File: src/rtl/impulse_scheduler.sv
// -----------------------------------------------------------------------------
// impulse_scheduler
//
// Shares one 16-bit status word between N_CH asynchronous impulse sources.
// Each source's rising edge latches a pending request. Pending requests are
// granted round-robin. A granted burst drives imp to 16'hFFFF for HOLD_MS
// millisecond ticks. It is then followed by GAP_MS ticks of forced idle.
//
// Ports
//   clock     in   system clock (1 MHz)
//   reset     in   asynchronous, active-high reset
//   msec      in   millisecond square wave in the clock domain; a tick is
//                  counted on each rising edge
//   enable    in   allows a new grant to start from IDLE
//   impuls    in   [N_CH] asynchronous impulse requests
//   imp       out  [16] 16'hFFFF while a burst is held, else 0
//   ch_id     out  [3]  channel that owns the current or last burst
//   active    out  high while a burst is held
//   pending   out  [N_CH] latched requests not yet served
//   miss_cnt  out  [8]  saturating count of edges that hit an already-pending
//                  channel
// -----------------------------------------------------------------------------
module impulse_scheduler #(
    parameter int N_CH    = 4,
    parameter int HOLD_MS = 10,
    parameter int GAP_MS  = 1
) (
    input  logic            clock,
    input  logic            reset,
    input  logic            msec,
    input  logic            enable,
    input  logic [N_CH-1:0] impuls,
    output logic [15:0]     imp,
    output logic [2:0]      ch_id,
    output logic            active,
    output logic [N_CH-1:0] pending,
    output logic [7:0]      miss_cnt
);

    typedef enum logic [1:0] {IDLE, GRANT, HOLD, GAP} state_t;

    state_t          state_q, state_d;
    logic [N_CH-1:0] sync1_q, sync2_q, edge_q;
    logic            msec_q;
    logic [N_CH-1:0] pending_q, pending_d;
    logic [7:0]      miss_cnt_q, miss_cnt_d;
    logic [3:0]      ms_cnt_q, ms_cnt_d;
    logic [2:0]      ch_id_q, ch_id_d;
    logic [2:0]      last_ch_q, last_ch_d;
    logic            active_q, active_d;

    logic            tick;
    logic [N_CH-1:0] rise;
    logic [N_CH-1:0] clr;
    logic [N_CH-1:0] miss_vec;
    logic [7:0]      pend_ext;
    logic [7:0]      grant_mask;
    logic [3:0]      rr_idx;
    logic [2:0]      sel;
    logic            found;
    logic [3:0]      miss_num;
    logic [8:0]      miss_sum;

    assign tick = msec & ~msec_q;
    assign rise = sync2_q & ~edge_q;

    // NOTE: sequential state uses non-blocking assignments only, so every
    // flop samples the pre-edge value of every other flop.
    always_ff @(posedge clock or posedge reset) begin
        if (reset) begin
            state_q    <= IDLE;
            sync1_q    <= '0;
            sync2_q    <= '0;
            edge_q     <= '0;
            msec_q     <= 1'b0;
            pending_q  <= '0;
            miss_cnt_q <= '0;
            ms_cnt_q   <= '0;
            ch_id_q    <= '0;
            last_ch_q  <= 3'(N_CH - 1);
            active_q   <= 1'b0;
        end else begin
            state_q    <= state_d;
            sync1_q    <= impuls;
            sync2_q    <= sync1_q;
            edge_q     <= sync2_q;
            msec_q     <= msec;
            pending_q  <= pending_d;
            miss_cnt_q <= miss_cnt_d;
            ms_cnt_q   <= ms_cnt_d;
            ch_id_q    <= ch_id_d;
            last_ch_q  <= last_ch_d;
            active_q   <= active_d;
        end
    end

    // NOTE: every variable written here gets a default first, so no path
    // leaves one unassigned and no latch is inferred.
    always_comb begin
        state_d    = state_q;
        ms_cnt_d   = ms_cnt_q;
        ch_id_d    = ch_id_q;
        last_ch_d  = last_ch_q;
        active_d   = active_q;
        grant_mask = '0;

        // Round-robin search starting at last_ch+1. The loop runs from the
        // farthest candidate to the nearest. The last hit therefore wins,
        // which gives it the lowest rotated distance.
        pend_ext = 8'(pending_q);
        sel      = last_ch_q;
        found    = 1'b0;
        rr_idx   = '0;
        for (int k = N_CH; k >= 1; k--) begin
            rr_idx = {1'b0, last_ch_q} + 4'(k);
            if (rr_idx >= 4'(N_CH)) begin
                rr_idx = rr_idx - 4'(N_CH);
            end
            if (pend_ext[rr_idx[2:0]]) begin
                sel   = rr_idx[2:0];
                found = 1'b1;
            end
        end

        case (state_q)
            IDLE: begin
                if (enable && (|pending_q)) begin
                    state_d = GRANT;
                end
            end
            GRANT: begin
                // A tick that lands in this cycle is deliberately ignored.
                if (found) begin
                    grant_mask[sel] = 1'b1;
                    ch_id_d         = sel;
                    last_ch_d       = sel;
                    active_d        = 1'b1;
                    ms_cnt_d        = '0;
                    state_d         = HOLD;
                end else begin
                    state_d = IDLE;
                end
            end
            HOLD: begin
                if (tick) begin
                    if (ms_cnt_q + 4'd1 == 4'(HOLD_MS)) begin
                        active_d = 1'b0;
                        ms_cnt_d = '0;
                        state_d  = (GAP_MS == 0) ? IDLE : GAP;
                    end else begin
                        ms_cnt_d = ms_cnt_q + 4'd1;
                    end
                end
            end
            GAP: begin
                if (tick) begin
                    if (ms_cnt_q + 4'd1 == 4'(GAP_MS)) begin
                        ms_cnt_d = '0;
                        state_d  = IDLE;
                    end else begin
                        ms_cnt_d = ms_cnt_q + 4'd1;
                    end
                end
            end
            default: state_d = IDLE;
        endcase

        // A new edge outranks the grant clear on the same channel. Such an
        // edge is a fresh request, so it does not count as a miss.
        clr       = grant_mask[N_CH-1:0];
        miss_vec  = rise & pending_q & ~clr;
        pending_d = (pending_q & ~clr) | rise;

        miss_num = '0;
        for (int i = 0; i < N_CH; i++) begin
            miss_num = miss_num + {3'b000, miss_vec[i]};
        end
        miss_sum   = {1'b0, miss_cnt_q} + {5'b00000, miss_num};
        miss_cnt_d = (miss_sum > 9'd255) ? 8'hFF : miss_sum[7:0];
    end

    assign imp      = {16{active_q}};
    assign active   = active_q;
    assign ch_id    = ch_id_q;
    assign pending  = pending_q;
    assign miss_cnt = miss_cnt_q;

endmodule

File: config.mk
export PLATFORM = sky130hd
export DESIGN_NAME = impulse_scheduler
export DESIGN_NICKNAME = d
export VERILOG_FILES = /design/src/rtl/impulse_scheduler.sv
export SDC_FILE = /design/constraint.sdc
export NUM_CORES = 1
export LEC_CHECK = 0
export CORE_MARGIN = 2
export CORE_UTILIZATION = 46
export DETAILED_ROUTE_END_ITERATION = 6
export PLACE_DENSITY = 0.73
export REMOVE_ABC_BUFFERS = 1
export SYNTH_ARGS = -nofsm -noshare
export SYNTH_HDL_FRONTEND = slang
export SYNTH_SLANG_ARGS = --single-unit
File: constraint.sdc
create_clock -name clock -period 4.2 [get_ports clock]
set_clock_uncertainty 0.1 [all_clocks]
set_input_delay 0.42 -clock clock [delete_from_list [all_inputs] [get_ports clock]]
set_output_delay 0.42 -clock clock [all_outputs]
set_load 0.02 [all_outputs]
==> run_results.csv <==
group,metric,value,unit
sta,maxSlewViolCount,0,
route,drt_iter0_drc,144,
route,vias_per_cell,5.40,
synthesis,ys_top_cells_by_area,"dfrtp_1, buf_4, ha_1, fa_1, nand2b_1",
final_layout,fin_nets,237,
critical_path,endpoint_kind,"register",
floorplan,core,4290,um2
route,totalWireLength,3890,um
sta,fin_tns_setup,0,ns
clocking,cts_buffers,5,
global_route,grt_max_degree,23,
clocking,clk_latency,0.28,ns
place,place_area,2360,um2
critical_path,max_stage_delay,0.54,ns
worst_hold_path,worstHoldStart,"sync1_q[0]$_DFF_PP0_",
sta,period_minus_slack,4.03,ns
synthesis,synth.top_cells.by_count,"dfrtp_1, buf_4, inv_1",
critical_path,required,4.27,ns
final_layout,diodes,0,
global_route,grt_antenna_before_repair,0,
clocking,clkTransAtPathRegs,0.07,ns
critical_path,ff2ff_setup_slack,0.17,ns
synthesis,synth_edf_count,0,
clocking,htreeDepth,2,
pwr,powerDensity,767,nW/um2
synthesis,ys_warn_count,0,
global_route,grt_pass1_vias,1471,
clocking,cts.path.max_buffers,2,
synthesis,synthFlopType,"dfrtp_1",
synthesis,synth_cells,189,
final_layout,area_growth,23.5,%
floorplan,die_x,70.2,um
synthesis,syn_area,2020,um2
synthesis,yosysTopAreaCell,"dfrtp_1",
synthesis,synth_most_common_cell,"dfrtp_1",
sta,setup_viol,0,
floorplan,start_util,0.470,
synthesis,netlist.area_leader.share,0.434,
clocking,cts_sinks,37,
worst_hold_path,hold_class,"reg2reg",
critical_path,arrival,4.10,ns
synthesis,async_flop_share,1.00,
floorplan,die_h,70.2,um
final_layout,stdcell_area,2490,um2
clocking,cts_setup_buffers,0,
critical_path,crit_path_start,"last_ch_q[0]$_DFFE_PP1P_",
critical_path,worst-path-buf-inv,2,
route,drc_errors,0,
floorplan,io_pins,40,
sta,fmax,0.248,GHz
route,drt-pass1-iter-count,4,
sta,rsz0062_at_grt,"true",
sta,max-slew-margin-rel,0.574,
place,port_buffers,39,
critical_path,crit_type,"reg2reg",
final_layout,n_fill_cell,380,
synthesis,yosysSeqAreaShare,0.460,
critical_path,path_max_fanout,6,
global_route,gr-total-overflow,0,
sta,hold_viol_final,0,
critical_path,cp-start-kind,"register",
synthesis,yosysUniqueCellTypes,44,
route,antenna_left,0,
critical_path,crit_chain,"inv_1 -> ha_4 -> mux4_2 -> o21ai_2 -> a21oi_1 -> o2bb2ai_2 -> o311ai_2 -> o211ai_1 -> fa_1 -> fa_1 -> inv_2 -> fa_2 -> and3_4 -> nand3_1 -> o21a_1",
clocking,cts_repair_resize_count,0,
pwr,power.leakage,1.06,nW
final_layout,fin_cells,273,
critical_path,critPathTopFamily,"adder cells",
pwr,vdd_ir_drop_max,336,uV
clocking,cts_tree,"yes",
synthesis,ys_seq_elements,37,
job,drv_cap,0,
route,wl_per_cell,14.2,um
clocking,cts-root-buf,"clkbuf_8",
sta,tightest_slew,0.638,ns
final_layout,final_layout_size_suffix_gt1_frac,0.113,
sta,period_share,0.958,
final_layout,multiInputGateArea,935,um2
clocking,hold_buffers,0,
outcome,status,"finished clean",
floorplan,rows,24,
global_route,grtUsageTotal,0.172,
final_layout,seqCellArea,928,um2
place,hpwl,2800,um
synthesis,avgSynthCellArea,10.7,um2
critical_path,crit_slowest_cell,"mux4_2",
critical_path,regToRegStartpoint,"last_ch_q[0]$_DFFE_PP1P_",
route,dr_total_vias,1475,
place,dp.cells,265,
critical_path,cpMostUsedCell,"fa_1",
global_route,grt_pass1_wl,6730,um
place,gp_congestion,0.864,
floorplan,dieArea,4930,um2
[where the power goes]
group	internal, mW	switching (mW)	total (mW)	leakage, nW
clock network	0.134	0.119	0.253	0.0455
registers	0.473	0.137	0.610	0.423
logic	0.503	0.546	1.05	0.596
[sequential cells by signal, summed over array words and instances (netlist names), named ones only]
register,flops
active,1
ch_id,3
edge_q,4
last_ch_q,2
miss_cnt,8
ms_cnt_q,4
msec_q,1
pending,4
state_q,1
sync1_q,4
sync2_q,4
[cell usage in the layout (no fill, tap or decap), types with 5 or more instances in the layout]
cell type / netlist / final
nand3_1: 7 / 7
nand2_1: 11 / 11
nand2b_1: 9 / 9
clkdlybuf4s50_1: 0 / 39
nor2_1: 7 / 7
clkbuf_8: 0 / 6
nor2b_1: 7 / 7
ha_1: 6 / 5
buf_4: 19 / 5
dfrtp_1: 35 / 35
o21a_1: 7 / 7
inv_1: 12 / 11
o21ai_0: 6 / 5
[final timing paths]
kind / endpoint / depth (start not counted)
max in group asynchronous: last_ch_q[1]$_DFFE_PP1P_ / 3
min in group asynchronous: miss_cnt[0]$_DFF_PP0_ / 2
worst min-delay path: sync2_q[0]$_DFF_PP0_ / 0
worst max-delay path: miss_cnt[4]$_DFF_PP0_ / 15
worst min register to register: sync2_q[0]$_DFF_PP0_ / 0
worst max register to register: miss_cnt[4]$_DFF_PP0_ / 15
[routing by layer]
metal	global-route usage	vias to the layer above	wire length [um]
li1	-	719	-
met1	0.236	733	1830
met2	0.271	17	1940
met3	0.0317	6	73
met4	0.0726	0	49
met5	0	-	0
[per-stage QoR]
stage          hold WS (ns)  utilization  worst slack, ns  power, mW
3_5_place_dp          0.235        0.550           0.0270       1.62
4_1_cts               0.250        0.571          0.00807       1.88
5_1_grt               0.256        0.580          -0.0356       2.06
2_1_floorplan         0.231            -          -0.0986       1.25
3_3_place_gp          0.232        0.550            0.131       1.59
6_report              0.247        0.580            0.175       1.91
[final cells by class]
| cell class | instances | area share |
|---|---|---|
| timing repair buffer | 44 | 0.172 |
| tap | 52 | 0.0261 |
| inverter | 12 | 0.0181 |
| clock buffer | 8 | 0.0362 |
| multi-input combinational | 120 | 0.375 |
| sequential | 37 | 0.373 |
[logic make-up after synthesis]
family,synth area share
buf+inv,0.0949
simple gates,0.134
flops,0.460
compound gates,0.168
xor+xnor,0.0174
fa+ha+maj,0.0670
mux,0.0589
(Power assumes the default switching activity.)
